`config.mk`:
```
export PLATFORM = sky130hd
export DESIGN_NAME = karatsuba_seq_mult_flat
export DESIGN_NICKNAME = d
export VERILOG_FILES = /design/src/rtl/karatsuba_seq_mult_if.sv /design/src/rtl/karatsuba_seq_mult.sv /design/src/flat_wrapper.sv
export SDC_FILE = /design/constraint.sdc
export NUM_CORES = 2
export LEC_CHECK = 0
export CAP_MARGIN = 20
export CORE_UTILIZATION = 55
export DETAILED_ROUTE_END_ITERATION = 10
export GPL_TIMING_DRIVEN = 0
export PLACE_DENSITY = 0.73
export SETUP_SLACK_MARGIN = 0.05
export SKIP_LAST_GASP = 1
export SYNTH_ARGS = -nofsm -noshare
export SYNTH_HDL_FRONTEND = slang
export SYNTH_SLANG_ARGS = --single-unit
```
`constraint.sdc`:
```
create_clock -name clk -period 13.21 [get_ports clk]
set_input_delay 2.642 -clock clk [delete_from_list [all_inputs] [get_ports clk]]
set_output_delay 2.642 -clock clk [all_outputs]
set_load 0.05 [all_outputs]
```
`src/rtl/karatsuba_seq_mult_if.sv`:
```
// Valid/ready operand and product channels of the sequential Karatsuba multiplier.
interface karatsuba_seq_mult_if #(
    parameter int WIDTH = 64
);
    logic               in_valid;
    logic               in_ready;
    logic [WIDTH-1:0]   in1;
    logic [WIDTH-1:0]   in2;
    logic               out_valid;
    logic               out_ready;
    logic [2*WIDTH-1:0] product;

    modport master (
        output in_valid, in1, in2, out_ready,
        input  in_ready, out_valid, product
    );

    modport slave (
        input  in_valid, in1, in2, out_ready,
        output in_ready, out_valid, product
    );
endinterface

```
`src/rtl/karatsuba_seq_mult.sv`:
```
// Sequential unsigned Karatsuba multiplier: one shared (HALF+1)-bit multiplier is
// reused for the high, low and middle partial products, then the results are combined.
module karatsuba_seq_mult #(
    parameter int WIDTH = 64
) (
    input  logic                clk,
    input  logic                rst,
    karatsuba_seq_mult_if.slave bus,
    output logic                busy,
    output logic [31:0]         op_count
);
    localparam int HALF = WIDTH / 2;
    localparam int PW   = WIDTH + 2;
    localparam int SW   = 2 * WIDTH + 2;

    typedef enum logic [2:0] {
        IDLE,
        MUL_HH,
        MUL_LL,
        MUL_MID,
        COMBINE,
        DONE
    } state_t;

    state_t state, state_next;

    logic [HALF-1:0] a_h, a_l, b_h, b_l;
    logic [HALF:0]   mul_a, mul_b;
    logic [PW-1:0]   mul_q;
    logic [PW-1:0]   p_hh, p_ll, p_mid, mid;
    logic            accept;

    // NOTE: sequential state uses non-blocking assignments so every register samples pre-edge values.
    always_ff @(posedge clk or posedge rst) begin
        if (rst) state <= IDLE;
        else     state <= state_next;
    end

    // NOTE: every output of a combinational block gets a default first, so no path infers a latch.
    always_comb begin
        state_next    = state;
        // Ready is masked by reset so nothing can be accepted while the block is held.
        bus.in_ready  = (state == IDLE) && !rst;
        bus.out_valid = (state == DONE);
        busy          = (state != IDLE);
        accept        = bus.in_valid && bus.in_ready;
        case (state)
            IDLE:    if (accept) state_next = MUL_HH;
            MUL_HH:  state_next = MUL_LL;
            MUL_LL:  state_next = MUL_MID;
            MUL_MID: state_next = COMBINE;
            COMBINE: state_next = DONE;
            DONE:    if (bus.out_ready) state_next = IDLE;
            default: state_next = IDLE;
        endcase
    end

    // Operand select for the single shared multiplier; middle sums keep their carry bit.
    always_comb begin
        mul_a = '0;
        mul_b = '0;
        case (state)
            MUL_HH: begin
                mul_a = {1'b0, a_h};
                mul_b = {1'b0, b_h};
            end
            MUL_LL: begin
                mul_a = {1'b0, a_l};
                mul_b = {1'b0, b_l};
            end
            MUL_MID: begin
                mul_a = {1'b0, a_h} + {1'b0, a_l};
                mul_b = {1'b0, b_h} + {1'b0, b_l};
            end
            default: ;
        endcase
        mul_q = PW'(mul_a) * PW'(mul_b);
        mid   = p_mid - p_hh - p_ll;
    end

    // NOTE: operand halves carry no reset; they are always loaded on accept before being read.
    always_ff @(posedge clk) begin
        if (accept) begin
            {a_h, a_l} <= bus.in1;
            {b_h, b_l} <= bus.in2;
        end
    end

    always_ff @(posedge clk or posedge rst) begin
        if (rst) begin
            p_hh        <= '0;
            p_ll        <= '0;
            p_mid       <= '0;
            bus.product <= '0;
            op_count    <= '0;
        end else begin
            case (state)
                MUL_HH:  p_hh  <= mul_q;
                MUL_LL:  p_ll  <= mul_q;
                MUL_MID: p_mid <= mul_q;
                COMBINE: bus.product <= (2*WIDTH)'((SW'(p_hh) << WIDTH)
                                                 + (SW'(mid) << HALF)
                                                 + SW'(p_ll));
                DONE:    if (bus.out_ready) op_count <= op_count + 32'd1;
                default: ;
            endcase
        end
    end
endmodule

```
`src/flat_wrapper.sv`:
```
// flat-port wrapper written by rule: the top's interface ports become plain ports
module karatsuba_seq_mult_flat 
#(
    parameter int WIDTH = 64
)
  (clk, rst, busy, op_count, bus_in_valid, bus_in1, bus_in2, bus_out_ready, bus_in_ready, bus_out_valid, bus_product);
  karatsuba_seq_mult_if #(.WIDTH(WIDTH)) bus_i ();
  input  logic clk;
  input  logic rst;
  output logic busy;
  output logic [31:0] op_count;
  input wire logic [$bits(bus_i.in_valid)-1:0] bus_in_valid;
  input wire logic [$bits(bus_i.in1)-1:0] bus_in1;
  input wire logic [$bits(bus_i.in2)-1:0] bus_in2;
  input wire logic [$bits(bus_i.out_ready)-1:0] bus_out_ready;
  output wire logic [$bits(bus_i.in_ready)-1:0] bus_in_ready;
  output wire logic [$bits(bus_i.out_valid)-1:0] bus_out_valid;
  output wire logic [$bits(bus_i.product)-1:0] bus_product;
  assign bus_i.in_valid = bus_in_valid;
  assign bus_i.in1 = bus_in1;
  assign bus_i.in2 = bus_in2;
  assign bus_i.out_ready = bus_out_ready;
  assign bus_in_ready = bus_i.in_ready;
  assign bus_out_valid = bus_i.out_valid;
  assign bus_product = bus_i.product;
  karatsuba_seq_mult #(.WIDTH(WIDTH)) u_core (.clk(clk), .rst(rst), .bus(bus_i), .busy(busy), .op_count(op_count));
endmodule
```
==> run metrics <==
status complete, no violations; ANT nets after route 0; # DRC 0; port buffer count 294; placement row count 127; HPWL after DPL 237.9 mm; Yosys reg bits 489; WL/cell 29.18 um; Synth Flop Type dfrtp_1; Final Setup Violations 0; root buf cell clkbuf_16; Crit path largest cell delay 0.63 ns; Least-Margin Pin Slew 1.309 ns; Max Slew Vio Count 0; post-layout net count 9649; placer congestion estimate 1.085; Initial Utilization 0.5557; GRT overflow 0; met1 usage in global routing 0.5289; CTS sink cnt 489; Post-Syn Nets 9252; CTS clk-pin slew, worst paths 0.06 ns; die width 350.4 um; first-pass GRT wire length 399.2 mm; worst skew pair latency 0.68 ns; crit start category flop; worst-case clock skew 0.05391 ns; die height 350.4 um; vias in the first global route 58610; CP required 13.68 ns; met2 GRT Util 0.7000; clock buffer depth 3; fin crit share 0.9890; Die ar. 122800 um2; CTS tree yes; placed cells 9515; unique cell type count in the Yosys netlist 100; non-filler cells, final 9625; max cap viols 0; initial antenna violation count 15; endpoint class of the critical path flop; CORE AREA 120100 um2; Area growth syn-to-layout 11.35%; number of vias per cell 6.030; RSZ-0062 raised after global routing false; Crit Path Class flop to flop; Global Route Usage Sum 0.4612; met3 GRT Util 0.1207; slowest stage cell, crit path xnor2_2; largest net degree at the start of global routing 132; EDFF count, synth 128; minimum clock period 13.07 ns; via count 58040; Max Freq 76.54 MHz; gr busiest metal met2; Mapped Avg Cell Area 8.824 um2; Ports 295; WP data arrival 13.53 ns; post-synthesis async set-or-reset flop share 0.7382; first-pass iteration count of the detailed router 6; post-synthesis sequential area ratio 0.1929; H-tree Lvls 2; Gate Count Post-Synth 7565; Final Hold Viols 0; mapped cell area 66750 um2; drt first-iter violations 6529; synth warn 0; share of cells above drive strength 1 0.03599; WL final 280.9 mm; Most common cell on crit path fa_1; crit path max fanout 10; headroom to the max-slew limit 0.1276; worst hold path type flop to flop; TritonCTS buffer count 52
## timing repair
item | in CTS | in global routing
buffers inserted | 0 | 1
setup endpoints to repair | 30 | 54
gates resized for setup | 16 | 33
hold buffers | 0 | 0
pin swaps | 0 | 1
## placed cells by master, fill, tap and decap left out, types with 31 or more instances in the layout
cell type and n:
a21oi_1 318, dfrtp_1 361, nand2_1 1243, a22oi_1 37
nand3_1 74, ha_1 527, xnor2_1 203, fa_1 1028
and2_1 72, a211oi_1 31, edfxtp_1 128, o21bai_1 42
inv_1 1257, nand4_1 68, clkbuf_16 52, a21o_1 146
clkdlybuf4s50_1 294, o21ai_0 462, clkbuf_1 336, nand2b_1 34
nor2_1 606, xor2_1 88
## cell usage after synthesis, types with 11 or more instances
library cell,count,area share
nor2b_1,25,0.0023
xnor2_1,209,0.027
nand2b_1,34,0.0032
fa_1,1028,0.31
a211oi_1,33,0.0037
o211ai_1,22,0.0025
a211o_1,12,0.0016
a21o_1,147,0.017
a221o_1,13,0.0019
and3_1,29,0.0027
o21a_1,30,0.0034
and2_1,72,0.0067
o21ai_0,462,0.035
o21bai_1,42,0.0047
nand4_1,68,0.0064
nand3_1,74,0.0055
dfrtp_1,361,0.14
a22oi_1,37,0.0042
buf_2,23,0.0017
nand2_1,1244,0.070
a221oi_1,11,0.0014
ha_1,527,0.099
nor2_1,606,0.034
inv_1,1258,0.071
o31ai_1,16,0.0018
buf_1,14,0.00079
nor3_1,30,0.0022
edfxtp_1,128,0.058
a31oi_1,22,0.0021
xor2_1,93,0.012
mux2_2,21,0.0035
o21ai_1,24,0.0018
a21oi_1,320,0.024
clkbuf_1,336,0.019
or2_2,14,0.0013
## final cells by class
class	instances	area [um2]
Antenna cell	10	25.02
Clock inverter	22	286.5
Fill cell	10640	45800
Sequential cell	489	12880
Buffer	375	1470
Inverter	1258	4730
Clock buffer	73	1450
Timing Repair Buffer	345	3570
Tap cell	1612	2017
Multi-Input combinational cell	5441	47900
## stage by stage
stage	TNS (ns)	instance area (um2)	utilization	hold slack (ns)	setup WS, ns
6_report	0	74330	0.6187	0.4738	0.1448
5_1_grt	0	74310	0.6186	0.4940	0.05255
4_1_cts	0	74120	0.6170	0.4758	0.1166
3_5_place_dp	-7.616	72310	0.6020	0.4628	-0.5413
3_3_place_gp	-1526.49	71710	0.5969	0.4575	-3.233
2_1_floorplan	0	66750	-	0.4498	0.5299
## routing by layer
| layer | up-vias | part of all wire |
|---|---|---|
| met3 | 1033 | 0.10 |
| met1 | 28740 | 0.35 |
| met5 | - | 0.00097 |
| met4 | 16 | 0.12 |
| li1 | 24760 | - |
| met2 | 3492 | 0.43 |
## final timing paths
check / depth (start not counted) / from / slack (ns) / endpoint
setup / recovery: 38 / u_core.a_l[1]$_DFFE_PP_ / 0.14 / u_core.p_mid[61]$_DFFE_PP0P_
min in group asynchronous: 2 / rst / 2.64 / u_core.op_count[9]$_DFFE_PP0P_
hold reg to reg: 1 / u_core.op_count[31]$_DFFE_PP0P_ / 0.47 / u_core.op_count[31]$_DFFE_PP0P_
setup reg to reg: 38 / u_core.a_l[1]$_DFFE_PP_ / 0.14 / u_core.p_mid[61]$_DFFE_PP0P_
max in group asynchronous: 3 / rst / 9.38 / u_core.p_hh[1]$_DFFE_PP0N_
hold / removal: 1 / u_core.op_count[31]$_DFFE_PP0P_ / 0.47 / u_core.op_count[31]$_DFFE_PP0P_
## logic make-up (layout without fill, tap and decap cells)
| group | after synthesis | count (layout) | synth area share |
|---|---|---|---|
| AND/OR/NAND/NOR | 2255 | 2255 | 0.1416 |
| flip-flops | 489 | 489 | 0.1929 |
| AO/OA/AOI/OAI | 1304 | 1304 | 0.1220 |
| adder cells (fa/ha/maj) | 1555 | 1555 | 0.4071 |
| buffers and inverters | 1635 | 2073 | 0.09261 |
| multiplexers | 25 | 25 | 0.004143 |
| other | 0 | 10 | 0 |
| XOR/XNOR | 302 | 302 | 0.03963 |
## worst max-delay path, delay by kind of cell, from the launching register on
kind | cells | cell delay, ns
DFF | 1 | 0.45
xor gates and xnor gates | 2 | 0.96
buffers and inverters | 6 | 0.77
AOI/OAI and AO/OA | 16 | 5.20
adders and majority gates | 10 | 4.79
and+or+nand+nor | 4 | 0.73
## registers in the layout (all words and copies together) (netlist names), 66 cells and up
register and flops:
u_core.p_hh 66, u_core.p_mid 66, u_core.p_ll 66, u_core.bus.product 128
Power is not shown: default switching activity piles up to over one toggle a cycle in this logic, so the estimate is an artifact.
